File: src/rtl/debug_cmd_pkg.sv
// Shared definitions for the VIO command injector: opcodes, FSM encoding and the
// bit layout of the probe_out command word and probe_in status word.
package debug_cmd_pkg;

  localparam logic [2:0] OP_NOP = 3'd0;
  localparam logic [2:0] OP_CLR = 3'd7;

  typedef enum logic [2:0] {
    ST_IDLE   = 3'd0,
    ST_ISSUE  = 3'd1,
    ST_WAIT   = 3'd2,
    ST_REPORT = 3'd3,
    ST_CLEAR  = 3'd4
  } state_e;

  // Field order is MSB first, so the packed layout is the wire layout.
  typedef struct packed {
    logic        req;
    logic [2:0]  op;
    logic [3:0]  chip;
    logic [7:0]  rep;
    logic [15:0] addr;
    logic [31:0] data;
  } cmd_word_t;

  typedef struct packed {
    logic        ack;
    state_e      state;
    logic        busy;
    logic        timeout;
    logic        fail;
    logic        rsvd;
    logic [7:0]  remaining;
    logic [15:0] count;
    logic [31:0] rsp_data;
  } status_word_t;

  function automatic logic [7:0] norm_rep(input logic [7:0] rep);
    return (rep == 8'd0) ? 8'd1 : rep;
  endfunction

endpackage

File: src/rtl/debug_watchdog.sv
// Saturating watchdog: expired_o once the counter reaches all-ones; clr_i wins over en_i.
// Expiry is registered-state based, visible the cycle after the final increment; no backpressure.
module debug_watchdog #(
  parameter int TIMEOUT_W = 20
) (
  input  logic clk_i,
  input  logic rst_ni,
  input  logic clr_i,
  input  logic en_i,
  output logic expired_o
);

  logic [TIMEOUT_W-1:0] cnt_q, cnt_d;

  assign expired_o = &cnt_q;

  always_comb begin
    cnt_d = cnt_q;
    if (clr_i) begin
      cnt_d = '0;
    end else if (en_i && !expired_o) begin
      cnt_d = cnt_q + 1'b1;
    end
  end

  always_ff @(posedge clk_i or negedge rst_ni) begin
    if (!rst_ni) begin
      cnt_q <= '0;
    end else begin
      cnt_q <= cnt_d;
    end
  end

endmodule

File: src/rtl/vio_cmd_injector.sv
// Turns VIO probe_out command words into valid/ready controller commands and reports status on probe_in.
// cmd_valid rises 2 cycles after a request toggle; cmd_* hold while cmd_ready is low until the watchdog expires.
module vio_cmd_injector
  import debug_cmd_pkg::*;
#(
  parameter int TIMEOUT_W = 20
) (
  input  logic        v_clk0,
  input  logic        v_rst0,
  input  logic [63:0] v_debug_vout,
  output logic [63:0] v_debug_vin,
  output logic        cmd_valid,
  input  logic        cmd_ready,
  output logic [2:0]  cmd_op,
  output logic [3:0]  cmd_chip,
  output logic [15:0] cmd_addr,
  output logic [31:0] cmd_data,
  input  logic        rsp_valid,
  input  logic        rsp_ok,
  input  logic [31:0] rsp_data
);

  state_e       state_q, state_d;
  cmd_word_t    vout_q;
  logic         ack_q, ack_d;
  logic         tog_q, tog_d;
  logic [2:0]   op_q, op_d;
  logic [3:0]   chip_q, chip_d;
  logic [15:0]  addr_q, addr_d;
  logic [31:0]  data_q, data_d;
  logic [7:0]   rem_q, rem_d;
  logic [15:0]  cnt_q, cnt_d;
  logic [31:0]  rsp_q, rsp_d;
  logic         tmo_q, tmo_d;
  logic         fail_q, fail_d;

  logic         pending;
  logic         handshake;
  logic         wd_en;
  logic         wd_expired;
  status_word_t status;

  assign pending   = (vout_q.req != ack_q);
  assign wd_en     = (state_q == ST_ISSUE) || (state_q == ST_WAIT);
  // Masking valid with expiry keeps a late cmd_ready from completing a timed-out command.
  assign cmd_valid = (state_q == ST_ISSUE) && !wd_expired;
  assign handshake = cmd_valid && cmd_ready;

  assign cmd_op   = op_q;
  assign cmd_chip = chip_q;
  assign cmd_addr = addr_q;
  assign cmd_data = data_q;

  debug_watchdog #(
    .TIMEOUT_W(TIMEOUT_W)
  ) u_watchdog (
    .clk_i    (v_clk0),
    .rst_ni   (v_rst0),
    .clr_i    (!wd_en || handshake),
    .en_i     (wd_en),
    .expired_o(wd_expired)
  );

  always_comb begin
    state_d = state_q;
    ack_d   = ack_q;
    tog_d   = tog_q;
    op_d    = op_q;
    chip_d  = chip_q;
    addr_d  = addr_q;
    data_d  = data_q;
    rem_d   = rem_q;
    cnt_d   = cnt_q;
    rsp_d   = rsp_q;
    tmo_d   = tmo_q;
    fail_d  = fail_q;

    unique case (state_q)
      ST_IDLE: begin
        if (pending) begin
          tog_d  = vout_q.req;
          op_d   = vout_q.op;
          chip_d = vout_q.chip;
          addr_d = vout_q.addr;
          data_d = vout_q.data;
          tmo_d  = 1'b0;
          fail_d = 1'b0;
          if (vout_q.op == OP_NOP) begin
            state_d = ST_REPORT;
          end else if (vout_q.op == OP_CLR) begin
            state_d = ST_CLEAR;
          end else begin
            rem_d   = norm_rep(vout_q.rep);
            state_d = ST_ISSUE;
          end
        end
      end
      ST_ISSUE: begin
        if (handshake) begin
          state_d = ST_WAIT;
        end else if (wd_expired) begin
          tmo_d   = 1'b1;
          state_d = ST_REPORT;
        end
      end
      ST_WAIT: begin
        if (rsp_valid) begin
          rsp_d   = rsp_data;
          fail_d  = !rsp_ok;
          cnt_d   = cnt_q + 16'd1;
          rem_d   = rem_q - 8'd1;
          addr_d  = addr_q + 16'd1;
          state_d = (!rsp_ok || rem_q == 8'd1) ? ST_REPORT : ST_ISSUE;
        end else if (wd_expired) begin
          tmo_d   = 1'b1;
          state_d = ST_REPORT;
        end
      end
      ST_CLEAR: begin
        cnt_d   = '0;
        rsp_d   = '0;
        tmo_d   = 1'b0;
        fail_d  = 1'b0;
        state_d = ST_REPORT;
      end
      ST_REPORT: begin
        ack_d   = tog_q;
        state_d = ST_IDLE;
      end
      default: state_d = ST_IDLE;
    endcase
  end

  always_ff @(posedge v_clk0 or negedge v_rst0) begin
    if (!v_rst0) begin
      state_q <= ST_IDLE;
      vout_q  <= '0;
      ack_q   <= 1'b0;
      tog_q   <= 1'b0;
      op_q    <= '0;
      chip_q  <= '0;
      addr_q  <= '0;
      data_q  <= '0;
      rem_q   <= '0;
      cnt_q   <= '0;
      rsp_q   <= '0;
      tmo_q   <= 1'b0;
      fail_q  <= 1'b0;
    end else begin
      state_q <= state_d;
      vout_q  <= v_debug_vout;
      ack_q   <= ack_d;
      tog_q   <= tog_d;
      op_q    <= op_d;
      chip_q  <= chip_d;
      addr_q  <= addr_d;
      data_q  <= data_d;
      rem_q   <= rem_d;
      cnt_q   <= cnt_d;
      rsp_q   <= rsp_d;
      tmo_q   <= tmo_d;
      fail_q  <= fail_d;
    end
  end

  always_comb begin
    status           = '0;
    status.ack       = ack_q;
    status.state     = state_q;
    status.busy      = (state_q == ST_ISSUE) || (state_q == ST_WAIT) || (state_q == ST_CLEAR);
    status.timeout   = tmo_q;
    status.fail      = fail_q;
    status.remaining = rem_q;
    status.count     = cnt_q;
    status.rsp_data  = rsp_q;
  end

  assign v_debug_vin = status;

endmodule
File: config.mk
export PLATFORM = sky130hd
export DESIGN_NAME = vio_cmd_injector
export DESIGN_NICKNAME = d
export VERILOG_FILES = /design/src/rtl/debug_cmd_pkg.sv /design/src/rtl/debug_watchdog.sv /design/src/rtl/vio_cmd_injector.sv
export SDC_FILE = /design/constraint.sdc
export NUM_CORES = 1
export LEC_CHECK = 0
export CAP_MARGIN = 20
export CORE_ASPECT_RATIO = 0.8
export CORE_MARGIN = 5
export CORE_UTILIZATION = 45
export CTS_CLUSTER_DIAMETER = 60
export DETAILED_ROUTE_END_ITERATION = 6
export GPL_TIMING_DRIVEN = 1
export PLACE_DENSITY_LB_ADDON = 0.25
export SLEW_MARGIN = 10
export SYNTH_ARGS = -nofsm -noshare
export SYNTH_HDL_FRONTEND = slang
export SYNTH_HIERARCHICAL = 1
export SYNTH_SLANG_ARGS = --single-unit
File: constraint.sdc
create_clock -name v_clk0 -period 3.3 [get_ports v_clk0]
set_clock_uncertainty 0.1 [all_clocks]
set_input_delay 0.99 -clock v_clk0 [delete_from_list [all_inputs] [get_ports v_clk0]]
set_output_delay 0.99 -clock v_clk0 [all_outputs]
set_load 0.01 [all_outputs]
; ---- Word-level counts from Yosys, hierarchy flattened
; Index checks and enable logic that the tools add are counted.
[classes]
n_addsub = 4
multipliers = 0
div_mod_pow = 0
order_cmp = 0
n_eq_ne = 13
shift = 0
mux = 30
n_bitwise = 0
n_reduce_logical = 25
[ops]
columns = cell, n
row1 = 16-bit case mux with 2 select lines, 2
row2 = 32-bit case mux with 2 select lines, 1
row3 = 16-bit two-way mux, 3
row4 = 20-bit two-way mux, 2
row5 = 8-bit two-way mux, 5
row6 = "16-bit by 1-bit adder with 16-bit output, second input constant", 2
row7 = 32-bit two-way mux, 1
row8 = "20-bit by 1-bit adder with 20-bit output, second input constant", 1
row9 = 20-bit AND reduction, 1
row10 = 3-bit two-way mux, 6
row11 = 8-bit case mux with 2 select lines, 1
row12 = "2-bit inequality test, second input constant", 6
row13 = 3-bit case mux with 4 select lines, 1
row14 = "8-bit by 1-bit equality test with 1-bit output, second input constant", 1
row15 = 8-bit zero test, 1
row16 = "8-bit by 1-bit subtractor with 8-bit output, second input constant", 1
row17 = "3-bit by 2-bit equality test with 1-bit output, second input constant", 2
row18 = "3-bit equality test, second input constant", 2
row19 = 3-bit zero test, 2
row20 = 3-bit AND reduction, 2
row21 = 2-bit nonzero test, 3
row22 = 1-bit two-way mux, 5
row23 = 5-bit AND reduction, 1
row24 = 1-bit logical OR, 4
row25 = other kinds (11), 16
[word_totals]
reg_bits = 202
latch_bits = 0
ramBits = 0
romBits = 0
input_bits = 101
output_inout_bits = 120
wordCells = 91
memories = 0

; ---- Longest topological paths before layout
; Gate-level depths: netlist of the first run.
[depth]
depth_word = 6
ltp_mapped = 10
depth_no_buf = 9

; ---- Modules after synthesis
; Netlist of the first run, hierarchy kept.
[by_module_without_submodules]
columns = mod, instances, cells_per_inst, area_each_um2, seq_area_each_um2
row1 = vio_cmd_injector, 1, 543, 7041.8, 4554.4
row2 = debug_watchdog, 1, 124, 1156.1, 500.5

; ---- Worst setup path before layout of the first run
; No wires, ideal clock.
[synth_timing]
path_kind = register to output
startpoint = reg u_watchdog.cnt_q[11]
endpoint = out cmd_valid
t_arrival_ns = 1.638
t_required_ns = 2.210
path_slack_ns = 0.572
path_stages_with_launch = 5
path_buffers = 0
cell_sequence = dfrtp_1 > and4_1 > nand3_2 > nor4_1 > nor4_1
[synth_between]
elab_chain_len = 3
[synth_rtl]
columns = item, line
row1 = from (decl), debug_watchdog.sv:13  ; logic [TIMEOUT_W-1:0] cnt_q, cnt_d;
row2 = from (signal assigned), debug_watchdog.sv:30  ; cnt_q <= cnt_d;
row3 = 20-bit AND reduction, debug_watchdog.sv:15  ; assign expired_o = &cnt_q;
row4 = net wd_expired, vio_cmd_injector.sv:40  ; logic wd_expired;
row5 = 1-bit zero test, vio_cmd_injector.sv:46  ; assign cmd_valid = (state_q == ST_ISSUE) && !wd_expired;
row6 = 1-bit logical AND, vio_cmd_injector.sv:46
row7 = to (decl), vio_cmd_injector.sv:12  ; output logic cmd_valid,
; The timed path passes the listed nets, and every way through them passes these cells.

; ---- Worst setup path in the final report of the first run
[layout_timing]
startpoint = reg state_q[1]
endpoint = out v_debug_vin[59]
[layout_between]
elab_chain_len = 3
word_cells_on_any_way = 5
cone_classes = eq/ne: 3 / reduce/logical: 2
[layout_rtl]
columns = item, line
row1 = from (decl), vio_cmd_injector.sv:23  ; state_e state_q, state_d;
row2 = from (signal assigned), vio_cmd_injector.sv:150  ; state_q <= state_d;
row3 = 3-bit by 1-bit equality test with 1-bit output / 3-bit by 2-bit equality test with 1-bit output (equally long branches), n/a
row4 = 1-bit logical OR (*), n/a
row5 = net wd_en, vio_cmd_injector.sv:39  ; logic wd_en;
row6 = 1-bit logical OR (*), vio_cmd_injector.sv:170  ; status.busy = (state_q == ST_ISSUE) || (state_q == ST_WAIT) || (state_q == ST_CLEAR);
row7 = to (decl), vio_cmd_injector.sv:11  ; output logic [63:0] v_debug_vin,
; Mark *: on every way through the listed nets, which the timed path passes. The rest lies on a longest branch.

==> results.ini, run 1 <==
[die]
die_x_um = 160.9
dieArea_um2 = 21030
initial_core_util = 0.4554
boundaryPins = 221
dieHeight_um = 130.7
coreArea_um2 = 18000
placementRows = 44

[hold_path]
hold_class = reg2reg
hp-start = vout_q[4]$_DFF_PN0_
whs_path_depth = 1

[sta]
hold_viol = 0
slew_viol_final = 0
period_needed_ns = 3.212
clock.fmax_mhz = 311.3
worstMarginPinSlew_ns = 0.8396
setup_viol = 0
final.period_utilization = 0.9735
whs_ns = 0.3509
slew_headroom = 0.4378

[worst_setup_path]
arrival_ns = 2.12
crit-reg2reg-launch = u_watchdog/cnt_q[8]$_DFFE_PN0P_
end_kind = primary output
rr_worst_depth = 11
path_cells = buf_4 -> nand2b_1 -> a21oi_2 -> nand2b_1 -> clkdlybuf4s50_1
cp_max_fo = 10
crit_buf_inv = 2
start_kind = register
cp_top_family = buffers and inverters
cpMaxStageDelayCell = clkdlybuf4s50_1
worst-path-stages = 5
cp_slowest_stage_delay_ns = 0.55
worstPathRequired_ns = 2.21
cpMostUsedCell = nand2b_1
critPathKind = reg2out
startpoint = state_q[1]$_DFFE_PN0N_

[yosys]
synth_top_area_frac = 0.6166
syn_inst = 667
syn_area_per_cell_um2 = 12.29
synth_common_cells = dfrtp_1, a21oi_1, a22o_1
synth_area_leaders = dfrtp_1, mux2_2, a22o_1
synth.cell_area_um2 = 8198
yosys_warnings = 6
synth_area_leader_cell = dfrtp_1
yosysMostFrequentCell = dfrtp_1
synth_edf_count = 0
yosysSeqAreaShare = 0.6166
ys_ff_latch = 202
ys.flop_type = dfrtp_1
synth_async_sr_flop_share = 1.000
syn_nets = 773
ys_types = 73

[grt]
grt_pass1_vias = 6518
antenna_found_initial = 0
grt_pass1_wl_um = 34150
grt_max_degree = 79
gr-usage-all-layers = 0.1977
grt_overflow_total = 0

[clocking]
clk_latency_ns = 0.50
cts-root-buf = clkbuf_16
cts_tree = yes
cts_sinks = 202
clkSlewWorstSetupHoldPaths_ns = 0.06
htreeDepth = 1
cts_buffer_depth = 3
postCtsHoldBufs = 0
numCtsBuffers = 21

[drt]
drt-total-wl_um = 21360
drt-wirelength-per-cell_um = 18.74
drt_iter0_markers = 402
avgViaCountPerCell = 5.572
num_vias = 6352
ant_nets = 0
drc = 0
first_pass_iters = 5

[layout]
layout.nets = 1001
synthToLayoutAreaGrowth_pct = 39.82
antenna-diode-count = 0
drive_gt1_frac = 0.1319
n_fill_cell = 1362
fin_util = 0.6367

[power_and_ir_drop]
p_leak_nw = 4.747
power_mw = 10.17
power_density_nw_per_um2 = 887.6
vdd_drop_max_uv = 515.4

[placement]
place.gp.congestion = 0.8743
io_buffers = 219
hpwlAfterDp_um = 15200

[outcome]
status = finished clean

[run]
cap_violations = 0

## state kept, by name (all words and copies together) (netlist names)
register and cells:
state_q 3, cnt_q 16, cmd_chip 4, cmd_data 32
ack_q 1, fail_q 1, rem_q 8, u_watchdog/cnt_q 20
cmd_op 3, tog_q 1, vout_q 64, tmo_q 1
rsp_q 32, cmd_addr 16
## routing by layer
| layer | global-route usage | routed length, um |
|---|---|---|
| met5 | 0 | 0 |
| met4 | 0.04965 | 444 |
| met3 | 0.05644 | 1759 |
| met2 | 0.3227 | 10060 |
| met1 | 0.2654 | 9103 |
## through the flow
stage / cells / cell area, um2 / setup slack, ns / TNS [ns]
final: 1140 / 11460 / 0.08759 / 0
after global routing: 1140 / 11460 / -0.005621 / -0.005621
after CTS: 1137 / 11430 / 0.01131 / 0
after detailed placement: 1098 / 10660 / 0.2614 / 0
after global placement: 1098 / 10660 / 0.3414 / 0
after floorplan: 667 / 8198 / 0.5717 / 0
## power by group
group | switching, mW | leakage, nW | internal (mW)
clock network | 0.968 | 0.359 | 1.52
logic | 1.77 | 1.92 | 2.13
registers | 0.601 | 2.46 | 3.19
## path summary, 6_finish.rpt
path / end / slack, ns
max in group asynchronous: cmd_data[12]$_DFFE_PN0P_ / 1.91
min in group asynchronous: u_watchdog/cnt_q[7]$_DFFE_PN0P_ / 0.42
min reg2reg: cmd_data[4]$_DFFE_PN0P_ / 0.35
max reg2reg: u_watchdog/cnt_q[13]$_DFFE_PN0P_ / 0.80
min: cmd_data[4]$_DFFE_PN0P_ / 0.35
max: v_debug_vin[59] / 0.09
## timing repair
action,in CTS,in global routing
gates cloned,0,0
setup buffers,1,3
setup endpoints to repair,2,1
gates resized for setup,8,3
## logic make-up after synthesis
group                      count (synthesis)  synth area share
AOI/OAI and AO/OA                        172            0.1467
DFF                                      202            0.6166
xor gates and xnor gates                  12           0.01282
and+or+nand+nor                          180            0.1250
adders and majority gates                  6          0.008852
buffers and inverters                     51           0.03083
other                                      1         0.0004574
muxes                                     43           0.05876
## layout by cell type (no fill, tap or decap), types with 4 or more instances in the layout
master           Yosys  final
clkdlybuf4s50_1      0    217
dfrtp_1            202    198
a21oi_1             43     42
a22o_1              33     33
mux2_2              31     31
nor2_1              30     29
nand2_1             29     27
o21ai_0             26     26
nand3_1             23     23
buf_4                5     23
clkbuf_16            0     21
nand4_1             14     14
inv_1               12     12
o31ai_1             12     12
or4_1               12     12
or3_1               11     11
mux2_1              10     10
nor4_1              10      9
nor3_1               9      9
o2bb2ai_1            7      7
o211ai_1             7      7
xor2_1               6      6
clkbuf_8             0      6
xnor2_1              6      6
nand2b_1             5      5
nor2b_1              5      5
a211oi_1             5      5
o22ai_1              5      5
ha_1                 5      5
and3_1               4      4
a31oi_1              4      4
nand3b_1             4      4
and4_1               5      4
clkinv_2             0      4
dfrtp_2              0      4
## final cells by class
type	instances	area (um2)	area share
Sequential cell	202	5060	0.4414
Multi-Input combinational cell	414	2923	0.2550
Timing Repair Buffer	244	2407	0.2100
Clock buffer	27	598.1	0.05218
Tap cell	230	287.8	0.02511
Clock inverter	11	141.4	0.01233
Inverter	12	45.04	0.003930
Note: power is estimated with default switching activity, not from simulation.
==> inputs of run 2 (changes only) <==
--- a/config.mk
+++ b/config.mk
@@ -5,6 +5,7 @@
 export SDC_FILE = /design/constraint.sdc
 export NUM_CORES = 1
 export LEC_CHECK = 0
+export ABC_AREA = 1
 export CAP_MARGIN = 20
 export CORE_ASPECT_RATIO = 0.8
 export CORE_MARGIN = 5
==> run 2 against run 1 <==
Effect of this change: sequential cell count stayed put; first-iteration DRC count up 49%; largest cell class unchanged; final cell count increased by 25%; global-route usage rose by 0.87 points; clock power is 4% lower; sequential share of layout area fell by 1.8 points; power is essentially flat; wire length increased by 8.3%; final area increased by 4.2%; worst hold slack worse by 0.0011 ns; register-to-register slack improved by 0.17 ns; critical path type unchanged.
==> results.ini, run 2 <==
[outcome]
status = finished clean

[hold_path]
hold_class = reg2reg
hp-start = vout_q[58]$_DFF_PN0_
whs_path_depth = 1  ; unchanged
whs_endpoint = cmd_chip[2]$_DFFE_PN0P_

[yosys]
synth_fa_ha_area_frac = 0.007152  ; -0.001700
synth_top_family_by_area = simple AND/OR/NAND/NOR gates
ys_ff_latch = 202  ; unchanged
ys.flop_type = dfrtp_1
synth_area_leaders = dfrtp_1, nand2_1, nor2_1
synth_async_sr_flop_share = 1.000  ; unchanged
synthMuxAreaShare = 0.04635  ; -0.01242
syn_area_per_cell_um2 = 9.518  ; -23%
synthXorXnorAreaFrac = 0.01302  ; +0.0001962
yosysSeqAreaShare = 0.5779  ; -0.03872
ys_types = 40  ; -45%
synth_compound_area_frac = 0.07510  ; -0.07158
synth_top_area_frac = 0.5779  ; -0.03872
yosys_warnings = 6  ; unchanged
synth_common_cells = nand2_1, dfrtp_1, nor2_1
syn_nets = 1025  ; +33%
synth_edf_count = 0  ; unchanged
synth.cell_area_um2 = 8747  ; +6.7%
synth_area_leader_cell = dfrtp_1
yosysMostFrequentCell = nand2_1
syn_inst = 919  ; +38%
synthSimpleGateAreaFrac = 0.2227  ; +0.09771

[worst_setup_path]
worstPathRequired_ns = 2.21  ; about the same
rr_worst_depth = 16  ; +5
critPathKind = reg2out
start_kind = register
crit-reg2reg-launch = u_watchdog/cnt_q[0]$_DFFE_PN0P_
end_kind = primary output
arrival_ns = 2.04  ; -0.08 ns
cp_max_fo = 4  ; -6
ff2ff_setup_slack_ns = 0.97  ; +0.17 ns
r2r-end = u_watchdog/cnt_q[2]$_DFFE_PN0P_

[sta]
setup_tns_ns = 0  ; unchanged
whs_ns = 0.3498  ; -0.001061 ns
final.period_utilization = 0.9488  ; -0.02467
period_needed_ns = 3.131  ; -0.08142 ns
slew_headroom = 0.5075  ; +0.06975
hold_viol = 0  ; unchanged
setup_viol = 0  ; unchanged
grt_setup_unrepaired = false
clock.fmax_mhz = 319.4  ; +2.6%
worstMarginPinSlew_ns = 0.7387  ; -0.1009 ns
slew_viol_final = 0  ; unchanged

[drt]
drt-wirelength-per-cell_um = 16.29  ; -13%
drc = 0  ; unchanged
drt_iter0_markers = 598  ; +49%
num_vias = 7062  ; +11%
ant_nets = 0  ; unchanged
drt-total-wl_um = 23130  ; +8.3%
first_pass_iters = 6  ; +1
avgViaCountPerCell = 4.973  ; -11%

[clocking]
cts_sinks = 202  ; unchanged
postCtsHoldBufs = 0  ; unchanged
clkSlewWorstSetupHoldPaths_ns = 0.06  ; about the same
htreeDepth = 1  ; unchanged
cts_buffer_depth = 3  ; unchanged
cts-root-buf = clkbuf_16
numCtsBuffers = 21  ; unchanged
clk_latency_ns = 0.50  ; about the same
cts_tree = yes

[grt]
gr-usage-all-layers = 0.2064  ; +0.008713
grt_pass1_wl_um = 37720  ; +10%
grt_overflow_total = 0  ; unchanged
antenna_found_initial = 0  ; unchanged
grt_max_degree = 62  ; -22%
grt_pass1_vias = 7125  ; +9.3%

[layout]
fin_cells = 1420  ; +25%
layout_common_cells = clkdlybuf4s50_1, nand2_1, dfrtp_1
antenna-diode-count = 0  ; unchanged
final_common_cell = clkdlybuf4s50_1
layout.nets = 1254  ; +25%
regMostFlops = vout_q
synthToLayoutAreaGrowth_pct = 36.56
n_fill_cell = 1609  ; +18%
largest_register_ffs = 64  ; unchanged
drive_gt1_frac = 0.09639  ; -0.03548

[die]
die_x_um = 165.9  ; +3.1%
coreArea_um2 = 19030  ; +5.7%
placementRows = 45  ; +2.3%
initial_core_util = 0.4596  ; +0.004252
boundaryPins = 221  ; unchanged
dieArea_um2 = 22340  ; +6.2%
dieHeight_um = 134.7  ; +3.0%

[placement]
place_inst = 1378  ; +26%
io_buffers = 219  ; unchanged
hpwlAfterDp_um = 16440  ; +8.2%
place.gp.congestion = 0.8775  ; +0.37%

[power_and_ir_drop]
vdd_drop_max_uv = 484.5  ; -6.0%
p_int_mw = 6.661  ; -2.6%
pwr-share-clk = 0.235  ; -0.009
seqPwrFrac = 0.365  ; -0.007
netSwitchingFraction = 0.3457  ; +0.01767
power_density_nw_per_um2 = 852.2  ; -4.0%
p_leak_nw = 5.456  ; +15%
pwr-share-comb = 0.400  ; +0.017
p_sw_mw = 3.519  ; +5.5%

[run]
cap_violations = 0  ; unchanged

[run 2: critical path, stage by stage (launching register included)]
cell and delay, ns:
dfrtp_1 0.43, inv_1 0.11, nand3_1 0.14, nand2_2 0.14
inv_1 0.07, nand2_1 0.11, clkdlybuf4s50_1 0.55
[run 2: routing by layer]
layer / track usage / vias up / wire (um)
met2: 0.3148 / 267 / 10210
met4: 0.03848 / 0 / 322
met3: 0.09511 / 25 / 2779
li1: - / 3460 / -
met1: 0.2757 / 3310 / 9819
met5: 0 / - / 0
[run 2: kinds of logic after synthesis]
kind of cell    after synthesis
compound gates              101
xor+xnor                     13
fa+ha+maj                     5
buf+inv                     109
flops                       202
mux                          36
other cells                   1
simple gates                452
[run 2: area by class of cell]
type	instances	area, um2	share of cell area
well taps	258	322.8	0.02702
flip-flops and latches	202	5056	0.4233
clock inverters	6	83.83	0.007018
multi-input cells	608	3213	0.2690
repair buffers	237	2364	0.1979
inverters	78	292.8	0.02451
clock buffers	31	613.1	0.05133
[run 2: stage by stage]
step | worst slack, ns | utilization | power (mW) | area, um2
2_1_floorplan | 0.8868 | - | 5.793 | 8747
3_3_place_gp | 0.2823 | 0.5881 | 7.725 | 11190
3_5_place_dp | 0.2019 | 0.5881 | 7.777 | 11190
4_1_cts | 0.006329 | 0.6256 | 10.27 | 11910
5_1_grt | 0.02218 | 0.6277 | 10.88 | 11950
6_report | 0.1690 | 0.6277 | 10.18 | 11950
[run 2: power groups by stage]
stage	Sequential, mW	Clock (mW)	Combinational [mW]
2_1_floorplan	3.94	0	1.86
3_3_place_gp	3.72	0	4.00
3_5_place_dp	3.72	0	4.06
4_1_cts	3.72	2.47	4.08
5_1_grt	3.83	2.57	4.48
6_report	3.72	2.40	4.07
[run 2: what timing repair did]
item / 4_1_cts / 5_1_grt
pin swaps: 1 / 2
buffers inserted: 0 / 5
cloned: 0 / 0
setup endpoints to repair: 2 / 2
resized for setup: 7 / 4
[run 2: how the worst max path moves through the flow]
stage / startpoint / to / cells past startpoint
after floorplan: u_watchdog/cnt_q[1]$_DFFE_PN0P_ / cmd_valid / 8
after global placement: u_watchdog/cnt_q[1]$_DFFE_PN0P_ / cmd_valid / 9
after detailed placement: u_watchdog/cnt_q[1]$_DFFE_PN0P_ / cmd_valid / 9
after CTS: u_watchdog/cnt_q[1]$_DFFE_PN0P_ / cmd_valid / 9
after global routing: state_q[2]$_DFFE_PN0N_ / v_debug_vin[59] / 6
final: state_q[2]$_DFFE_PN0N_ / v_debug_vin[59] / 6
==> inputs of run 3 (changes only) <==
--- a/config.mk
+++ b/config.mk
@@ -12,6 +12,7 @@
 export CORE_UTILIZATION = 45
 export CTS_CLUSTER_DIAMETER = 60
 export DETAILED_ROUTE_END_ITERATION = 6
+export DONT_BUFFER_PORTS = 1
 export GPL_TIMING_DRIVEN = 1
 export PLACE_DENSITY_LB_ADDON = 0.25
 export SLEW_MARGIN = 10
==> run 3 against run 2 <==
Effect of this change: maximum frequency increased by 0.62%; combinational power decreased by 48%; sequential power increased by 13%; final cell count decreased by 16%; critical path depth increased by 2; non-clock buffer count decreased by 230; die area unchanged; global-route usage decreased by 2.5 points; final area decreased by 19%; critical path type unchanged; largest cell class unchanged; largest power group is now registers; highest routed layer is now met5.
==> results.ini, run 3 (synthesis results as in run 2) <==
[drt]
drt_iter0_markers = 518  ; -13%
ant_nets = 0  ; unchanged
drt-wirelength-per-cell_um = 17.22  ; +5.7%
avgViaCountPerCell = 5.143  ; +3.4%
num_vias = 6136  ; -13%
drt-total-wl_um = 20550  ; -11%
first_pass_iters = 5  ; -1
drc = 0  ; unchanged

[placement]
hpwlAfterDp_um = 14500  ; -12%
io_buffers = 0  ; -100%
place.gp.congestion = 0.8946  ; +1.9%

[layout]
drive_gt1_frac = 0.1050  ; +0.008652
multi_input_area_um2 = 3198  ; -0.47%
largest_register_ffs = 64  ; unchanged
layout_common_cells = nand2_1, dfrtp_1, nor2_1
n_fill_cell = 1770  ; +10%
final_common_cell = nand2_1
layout.nets = 1024  ; -18%
regMostFlops = vout_q
ff_latch_area_um2 = 5055  ; about the same
synthToLayoutAreaGrowth_pct = 10.59

[die]
initial_core_util = 0.4596  ; unchanged
boundaryPins = 221  ; unchanged
dieArea_um2 = 22340  ; unchanged
coreArea_um2 = 19030  ; unchanged
placementRows = 45  ; unchanged
dieHeight_um = 134.7  ; unchanged
die_x_um = 165.9  ; unchanged

[worst_setup_path]
cp_max_fo = 4  ; unchanged
start_kind = register
arrival_ns = 2.02  ; -0.02 ns
critPathKind = reg2out
startpoint = u_watchdog/cnt_q[0]$_DFFE_PN0P_
worstPathRequired_ns = 2.21  ; about the same
crit-reg2reg-launch = u_watchdog/cnt_q[1]$_DFFE_PN0P_
end_kind = primary output
ff2ff_setup_slack_ns = 0.68  ; -0.29 ns

[clocking]
cts_sinks = 202  ; unchanged
clkSlewWorstSetupHoldPaths_ns = 0.06  ; about the same
cts-root-buf = clkbuf_16
cts_setup_buffers = 0  ; unchanged
cts_buffer_depth = 3  ; unchanged
postCtsHoldBufs = 0  ; unchanged
htreeDepth = 1  ; unchanged
cts_tree = yes
clk_latency_ns = 0.50  ; about the same
numCtsBuffers = 21  ; unchanged

[outcome]
status = finished clean

[sta]
grt_setup_unrepaired = false
final.period_utilization = 0.9430  ; -0.005819
slew_viol_final = 0  ; unchanged
period_needed_ns = 3.112  ; -0.01920 ns
setup_tns_ns = 0  ; unchanged
worstMarginPinSlew_ns = 0.6575  ; -0.08117 ns
setup_viol = 0  ; unchanged
clock.fmax_mhz = 321.4  ; +0.62%
slew_headroom = 0.5610  ; +0.05347
hold_viol = 0  ; unchanged

[power_and_ir_drop]
power_mw = 8.827  ; -13%
p_leak_nw = 4.572  ; -16%
power_density_nw_per_um2 = 912.5  ; +7.1%
vdd_drop_max_uv = 566.1  ; +17%

[grt]
grt_pass1_vias = 5970  ; -16%
antenna_found_initial = 4  ; +4
grt_pass1_wl_um = 33280  ; -12%
grt_overflow_total = 0  ; unchanged
gr-usage-all-layers = 0.1816  ; -0.02484
grt_max_degree = 203  ; +230%

[run]
cap_violations = 0  ; unchanged

[hold_path]
hold_class = in2async

-- run 3: cell count changes in the layout (fill, tap and decap cells not counted), sizes merged --
| cell | before | now |
|---|---|---|
| inv | 78 | 79 |
| clkdlybuf4s50 | 217 | 0 |
| bufinv | 2 | 4 |
| diode | 0 | 2 |
| clkinv | 4 | 5 |
| buf | 18 | 7 |
| clkbuf | 33 | 27 |
| clkinvlp | 0 | 1 |
-- run 3: layout make-up --
class                      instances  share of cell area
antenna                            2           0.0005174
multi-input combinational        608              0.3306
clock buffer                      27             0.05976
sequential                       202              0.5226
clock inverter                    11             0.01746
inverter                          78             0.03027
tap                              258             0.03337
timing repair buffer               7            0.005433
-- run 3: final timing paths --
kind                            cells past startpoint                               to
worst max-delay path                                8                        cmd_valid
worst min-delay path                                0          cmd_addr[2]$_DFFE_PN0P_
worst max register to register                     14  u_watchdog/cnt_q[6]$_DFFE_PN0P_
worst min register to register                      1          cmd_data[9]$_DFFE_PN0P_
max in group asynchronous                           0            rsp_q[31]$_DFFE_PN0P_
min in group v_clk0                                 1          cmd_data[9]$_DFFE_PN0P_
-- run 3: metal layers --
layer | vias up | wire length (um) | global-route usage
met2 | 238 | 8727 | 0.2679
met4 | 4 | 387 | 0.03756
met3 | 34 | 2687 | 0.09219
li1 | 2990 | - | -
met1 | 2870 | 8721 | 0.2433
met5 | - | 21 | 0
-- run 3: where the power goes --
group / internal, mW / switching, mW / leakage, nW
Sequential: 3.17 / 1.03 / 2.49
Clock: 1.56 / 0.967 / 0.366
Combinational: 0.858 / 1.25 / 1.72
Total: 5.58 / 3.24 / 4.57
-- run 3: through the flow --
stage	instances	setup WS [ns]	area (um2)	util	hold WS, ns
6_report	1193	0.1882	9673	0.5083	0.08995
5_1_grt	1193	0.04642	9673	0.5083	0.06498
2_1_floorplan	919	0.8868	8747	-	0.3325
3_5_place_dp	1153	0.6179	8914	0.4684	0.3424
3_3_place_gp	1153	0.6840	8914	0.4684	0.3362
4_1_cts	1191	0.08967	9661	0.5076	0.06983
-- run 3: repair_timing --
| item | CTS | global route |
|---|---|---|
| gates resized for setup | 0 | 2 |
| endpoints found under the hold margin | 0 | 0 |
| endpoints found under the setup margin | 0 | 1 |
-- run 3: worst max-delay path, cell delays in order (launching register included) --
cell and delay [ns]:
dfrtp_1 0.40, ha_1 0.24, nand2_2 0.09, nor2_2 0.05, nand2_2 0.12, nor2_2 0.06
nand3_2 0.09, inv_1 0.09, nor2_1 0.39
